### src/rtl/div_ctrl_pkg.sv
// Shared definitions for the divide controller: aluop codes, FSM states
// and small arithmetic helpers.
package div_ctrl_pkg;

  // Execute-stage aluop codes that route through the divider
  localparam logic [7:0] DIV  = 8'h16;
  localparam logic [7:0] DIVU = 8'h17;

  typedef enum logic [1:0] {
    IDLE   = 2'd0,
    BYZERO = 2'd1,
    BUSY   = 2'd2,
    DONE   = 2'd3
  } div_state_t;

  // True for either divide opcode
  function automatic logic is_div_op(input logic [7:0] aluop);
    return (aluop == DIV) || (aluop == DIVU);
  endfunction

  // Two's-complement negate when the flag is set
  function automatic logic [31:0] apply_sign(input logic neg, input logic [31:0] value);
    return neg ? (32'd0 - value) : value;
  endfunction

  // Magnitude of an operand: absolute value for signed ops, raw otherwise.
  // 0x80000000 negates to itself, which is the correct unsigned magnitude.
  function automatic logic [31:0] magnitude(input logic is_signed, input logic [31:0] value);
    return (is_signed && value[31]) ? (32'd0 - value) : value;
  endfunction

endpackage

### src/rtl/div_step.sv
// One restoring-division iteration: shift {rem,quo} left by one, try to
// subtract the divisor, keep the difference and set quo[0] if no borrow.
module div_step (
  input  logic [31:0] rem,
  input  logic [31:0] quo,
  input  logic [31:0] divisor,
  output logic [31:0] rem_next,
  output logic [31:0] quo_next
);

  logic [32:0] rem_shift;
  logic [32:0] diff;

  // The partial remainder stays below the divisor, so after the shift the
  // true difference lies in (-2^32, 2^32); bit 32 of the 33-bit result is
  // therefore exactly the borrow.
  assign rem_shift = {rem, quo[31]};
  assign diff      = rem_shift - {1'b0, divisor};

  // Restore on borrow, otherwise commit the difference
  always_comb begin
    rem_next = rem_shift[31:0];
    quo_next = {quo[30:0], 1'b0};
    if (!diff[32]) begin
      rem_next = diff[31:0];
      quo_next = {quo[30:0], 1'b1};
    end
  end

endmodule

### src/rtl/div_ctrl.sv
// Multi-cycle DIV/DIVU controller for the execute stage. Holds the pipeline
// with a stall request while a 32-step restoring division runs, then
// presents the sign-corrected {remainder, quotient} for one cycle.
module div_ctrl
  import div_ctrl_pkg::*;
(
  input  logic        cpu_clk_50M,
  input  logic        rst_n,
  input  logic        div_start,
  input  logic        div_signed,
  input  logic [31:0] div_src1,
  input  logic [31:0] div_src2,
  input  logic        div_cancel,
  output logic        div_stall_req,
  output logic        div_ready,
  output logic [63:0] div_hilo
);

  div_state_t  state_reg;
  logic [4:0]  count_reg;
  logic [31:0] rem_reg;
  logic [31:0] quo_reg;
  logic [31:0] divisor_reg;
  logic        quo_neg_reg;
  logic        rem_neg_reg;

  logic [31:0] rem_next;
  logic [31:0] quo_next;

  div_step u_step (
    .rem      (rem_reg),
    .quo      (quo_reg),
    .divisor  (divisor_reg),
    .rem_next (rem_next),
    .quo_next (quo_next)
  );

  // FSM, iteration counter and operand/sign registers
  always_ff @(posedge cpu_clk_50M or negedge rst_n) begin
    if (!rst_n) begin
      state_reg   <= IDLE;
      count_reg   <= 5'd0;
      rem_reg     <= 32'd0;
      quo_reg     <= 32'd0;
      divisor_reg <= 32'd0;
      quo_neg_reg <= 1'b0;
      rem_neg_reg <= 1'b0;
    end else if (div_cancel) begin
      state_reg <= IDLE;
      count_reg <= 5'd0;
    end else begin
      case (state_reg)
        IDLE: begin
          if (div_start) begin
            count_reg <= 5'd0;
            if (div_src2 == 32'd0) begin
              // Raw operands pass straight through on divide-by-zero
              rem_reg     <= div_src1;
              quo_reg     <= 32'hFFFF_FFFF;
              divisor_reg <= 32'd0;
              quo_neg_reg <= 1'b0;
              rem_neg_reg <= 1'b0;
              state_reg   <= BYZERO;
            end else begin
              rem_reg     <= 32'd0;
              quo_reg     <= magnitude(div_signed, div_src1);
              divisor_reg <= magnitude(div_signed, div_src2);
              quo_neg_reg <= div_signed & (div_src1[31] ^ div_src2[31]);
              rem_neg_reg <= div_signed & div_src1[31];
              state_reg   <= BUSY;
            end
          end
        end
        BYZERO: begin
          state_reg <= DONE;
        end
        BUSY: begin
          rem_reg   <= rem_next;
          quo_reg   <= quo_next;
          count_reg <= count_reg + 5'd1;
          if (count_reg == 5'd31) begin
            state_reg <= DONE;
          end
        end
        default: begin
          state_reg <= IDLE;
        end
      endcase
    end
  end

  // Stall and ready decode; a flush in the same cycle suppresses both
  always_comb begin
    div_stall_req = !div_cancel &&
                    (((state_reg == IDLE) && div_start) ||
                     (state_reg == BUSY) || (state_reg == BYZERO));
    div_ready     = !div_cancel && (state_reg == DONE);
  end

  // Result fixup, visible only while the ready pulse is up
  always_comb begin
    div_hilo = 64'd0;
    if (div_ready) begin
      div_hilo = {apply_sign(rem_neg_reg, rem_reg), apply_sign(quo_neg_reg, quo_reg)};
    end
  end

endmodule

### config.mk
export PLATFORM = sky130hd
export DESIGN_NAME = div_ctrl
export DESIGN_NICKNAME = d
export VERILOG_FILES = /design/src/rtl/div_ctrl_pkg.sv /design/src/rtl/div_step.sv /design/src/rtl/div_ctrl.sv
export SDC_FILE = /design/constraint.sdc
export NUM_CORES = 1
export LEC_CHECK = 0
export ABC_AREA = 1
export CORE_MARGIN = 5
export CORE_UTILIZATION = 54
export DETAILED_ROUTE_END_ITERATION = 16
export HOLD_SLACK_MARGIN = 0.06
export PLACE_DENSITY = 0.77
export SYNTH_ARGS = -nofsm -noshare
export SYNTH_HDL_FRONTEND = slang
export SYNTH_HIERARCHICAL = 1
export SYNTH_SLANG_ARGS = --single-unit
export TNS_END_PERCENT = 30
### constraint.sdc
create_clock -name cpu_clk_50M -period 4.47 [get_ports cpu_clk_50M]
set_clock_uncertainty 0.05 [all_clocks]
set_input_delay 0.894 -clock cpu_clk_50M [delete_from_list [all_inputs] [get_ports cpu_clk_50M]]
set_output_delay 0.894 -clock cpu_clk_50M [all_outputs]
set_load 0.03 [all_outputs]
==> results.toml <==
[sta]
hold_viol = 0
fin_crit_sh_pct = 89.0
rsz0062_at_grt = "false"
max_slew_margin_pct = 50.6
setup_ws_ns = 0.491
max_freq_mhz = 251
worstMarginPinSlew_ns = 0.740
setup_violations = 0
maxSlewViolCount = 0
layout_min_cycle_time_ns = 3.98
tns_ns = 0

[routing]
ant_nets = 0
drt_pass1_iterations = 8
avgRoutedWirePerCell_um = 17.3
via_per_inst = 5.59
vias = 14100
drc_errors = 0
drtIter0Drc = 1472
drt_wl_total_mm = 43.6

[power_and_ir_drop]
p_per_area_nw_per_um2 = 550
switching_share_pct = 57.9
power.switching_mw = 4.40
intPower_mw = 3.20
fin_total_pwr_mw = 7.60
pwr-share-seq_pct = 22.5
p_clk_share_pct = 10.7
p_comb_share_pct = 66.8
p_leak_nw = 7.27
ir_drop_mv = 0.278

[clocking]
root_buffer = "clkbuf_16"
post_cts_buffers = 0
cts_buffer_depth = 2
cts_resized = 0
htree_levels = 3
cts.sinks = 105
ctsHoldBuffers = 0
cts_buffers = 9
path_clk_slew_ns = 0.09
clk_latency_ns = 0.37
cts_tree = "yes"

[synth]
synth-seq-cells = 105
syn_avg_cell_area_um2 = 5.72
synthTopCellsByArea = "dfrtp_1 21%, nand2_1 21%, nor2_1 9.0%"
synth_edf_count = 0
synth_most_common_cell = "nand2_1"
synth_flop_cell = "dfrtp_1"
ys_async_sr_fraction_pct = 100
synth_commonest_cells = "682 x nand2_1, 294 x nor2_1, 290 x inv_1, 161 x nand3_1, 108 x o21ai_0"
syn_nets = 2269
synth_cell_types = 51
netlist_area_um2 = 12300
syn_inst = 2156
yosys_warnings = 6
seq_area_frac_synth_pct = 21.3
synth.largest_area_cell = "dfrtp_1"
synth_top_area_share_pct = 21.3

[worst_setup_path]
cp-endpoint = "div_hilo[26]"
startpoint_type = "flop"
r2r_start = "quo_reg[31]$_DFFE_PN0P_"
crit_start = "quo_reg[0]$_DFFE_PN0P_"
r2r_slack_ns = 1.38
r2r_end = "rem_reg[31]$_DFFE_PN0P_"
rr_worst_depth = 17
end_kind = "primary output"
path_class = "reg -> out"
critPathMaxFanout = 6
worst_ep_required_time_ns = 3.53
cp.arrival_ns = 3.03

[layout]
area_growth_pct = 12.1
nFillCells = 2298
nets = 2339
multi_input_comb_area_um2 = 8000
diodes = 0
drive_above_1_share_pct = 5.65
final_core_util_pct = 61.2
regArea_um2 = 2630

[global_route]
grt_max_degree = 56
grt_pass1_vias = 12800
grt_pass1_wl_mm = 69.2
overflow = 0
grt_usage_pct = 33.0
grt_antenna_before_repair = 0

[floorplanning]
start_util_pct = 54.6
rows = 55
die-area_um2 = 25900
boundaryPins = 135
core_um2 = 22600
die_x_um = 161
die_h_um = 161

[place]
pre_cts_ws_ns = 0.607
io_buffers = 134
gp_congestion = 1.03
hpwlAfterDp_mm = 35.7

[job]
drv_cap = 0

[worst_hold_path]
min_delay_path_depth = 2
hold_path_class = "reg -> reg"

[status]
status = "completed"
[worst min path at each step]
stage,start,endpoint,slack [ns]
2_1_floorplan,divisor_reg[19]$_DFFE_PN0P_,divisor_reg[19]$_DFFE_PN0P_,0.40
3_3_place_gp,divisor_reg[30]$_DFFE_PN0P_,divisor_reg[30]$_DFFE_PN0P_,0.42
3_5_place_dp,divisor_reg[25]$_DFFE_PN0P_,divisor_reg[25]$_DFFE_PN0P_,0.42
4_1_cts,divisor_reg[25]$_DFFE_PN0P_,divisor_reg[25]$_DFFE_PN0P_,0.44
5_1_grt,divisor_reg[23]$_DFFE_PN0P_,divisor_reg[23]$_DFFE_PN0P_,0.45
6_report,divisor_reg[22]$_DFFE_PN0P_,divisor_reg[22]$_DFFE_PN0P_,0.44
[metrics by stage]
stage	cell area, um^2	instances	hold WS, ns
after floorplan	12300	2156	0.399
after global placement	13500	2500	0.415
after detailed placement	13500	2500	0.420
after CTS	13800	2516	0.440
after global routing	13800	2516	0.452
final	13800	2516	0.437
[critical path, cell delays in order, from the launching register on]
cell             delay, ns
dfrtp_1               0.43
inv_1                 0.14
ha_1                  0.18
nand3_1               0.15
nor2_2                0.21
inv_1                 0.10
nor2_2                0.24
nand2_1               0.15
o21ai_1               0.14
nand2_1               0.06
nand2_1               0.06
nand2_1               0.05
nor2_1                0.07
clkdlybuf4s50_1       0.68
[power groups by stage]
| stage | sequential, mW | clock [mW] | combinational [mW] |
|---|---|---|---|
| floorplan | 1.54 | 0 | 3.83 |
| global placement | 1.69 | 0 | 4.89 |
| detailed placement | 1.71 | 0 | 4.93 |
| CTS | 1.69 | 0.824 | 4.95 |
| global route | 1.74 | 0.863 | 5.66 |
| finish | 1.71 | 0.812 | 5.08 |
[area by class of cell]
type	instances	area share (%)
clock buffers	10	1.66
clock inverters	6	0.471
inverters	300	8.15
multi-input cells	1657	57.9
flip-flops and latches	105	19.0
well taps	285	2.58
repair buffers	153	10.2
[layout by cell type (no fill, tap or decap), drive strengths merged, types with 3 or more instances in the layout]
cell           instances
xor2                  48
nor3b                  3
ha                    43
a21oi                 89
clkinv                 5
o21ai                145
clkbuf                10
xnor2                 10
clkdlybuf4s50         94
o21bai                 7
a22oi                 32
o31ai                  4
nand2                701
nand4                 35
dfrtp                105
nand3b                 5
and2                   6
nor3                  27
nand3                164
or2                    5
o22ai                 13
buf                   59
inv                  301
nor2                 308
[cells by family after synthesis]
kind of cell	after synthesis	share of synthesized area, %
AND/OR/NAND/NOR	1257	42.8
buffers and inverters	394	13.8
AO/OA/AOI/OAI	298	13.5
flip-flops	105	21.3
XOR/XNOR	58	4.12
adder cells (fa/ha/maj)	44	4.53
[layer usage]
layer | global-route usage, % | share of wire (%) | vias to the layer above
li1 | - | - | 6953
met1 | 48.6 | 45 | 6419
met2 | 50.6 | 43 | 644
met3 | 5.03 | 9.8 | 54
met4 | 8.49 | 2.2 | 0
met5 | 0 | 0 | -
(Power assumes the default switching activity.)
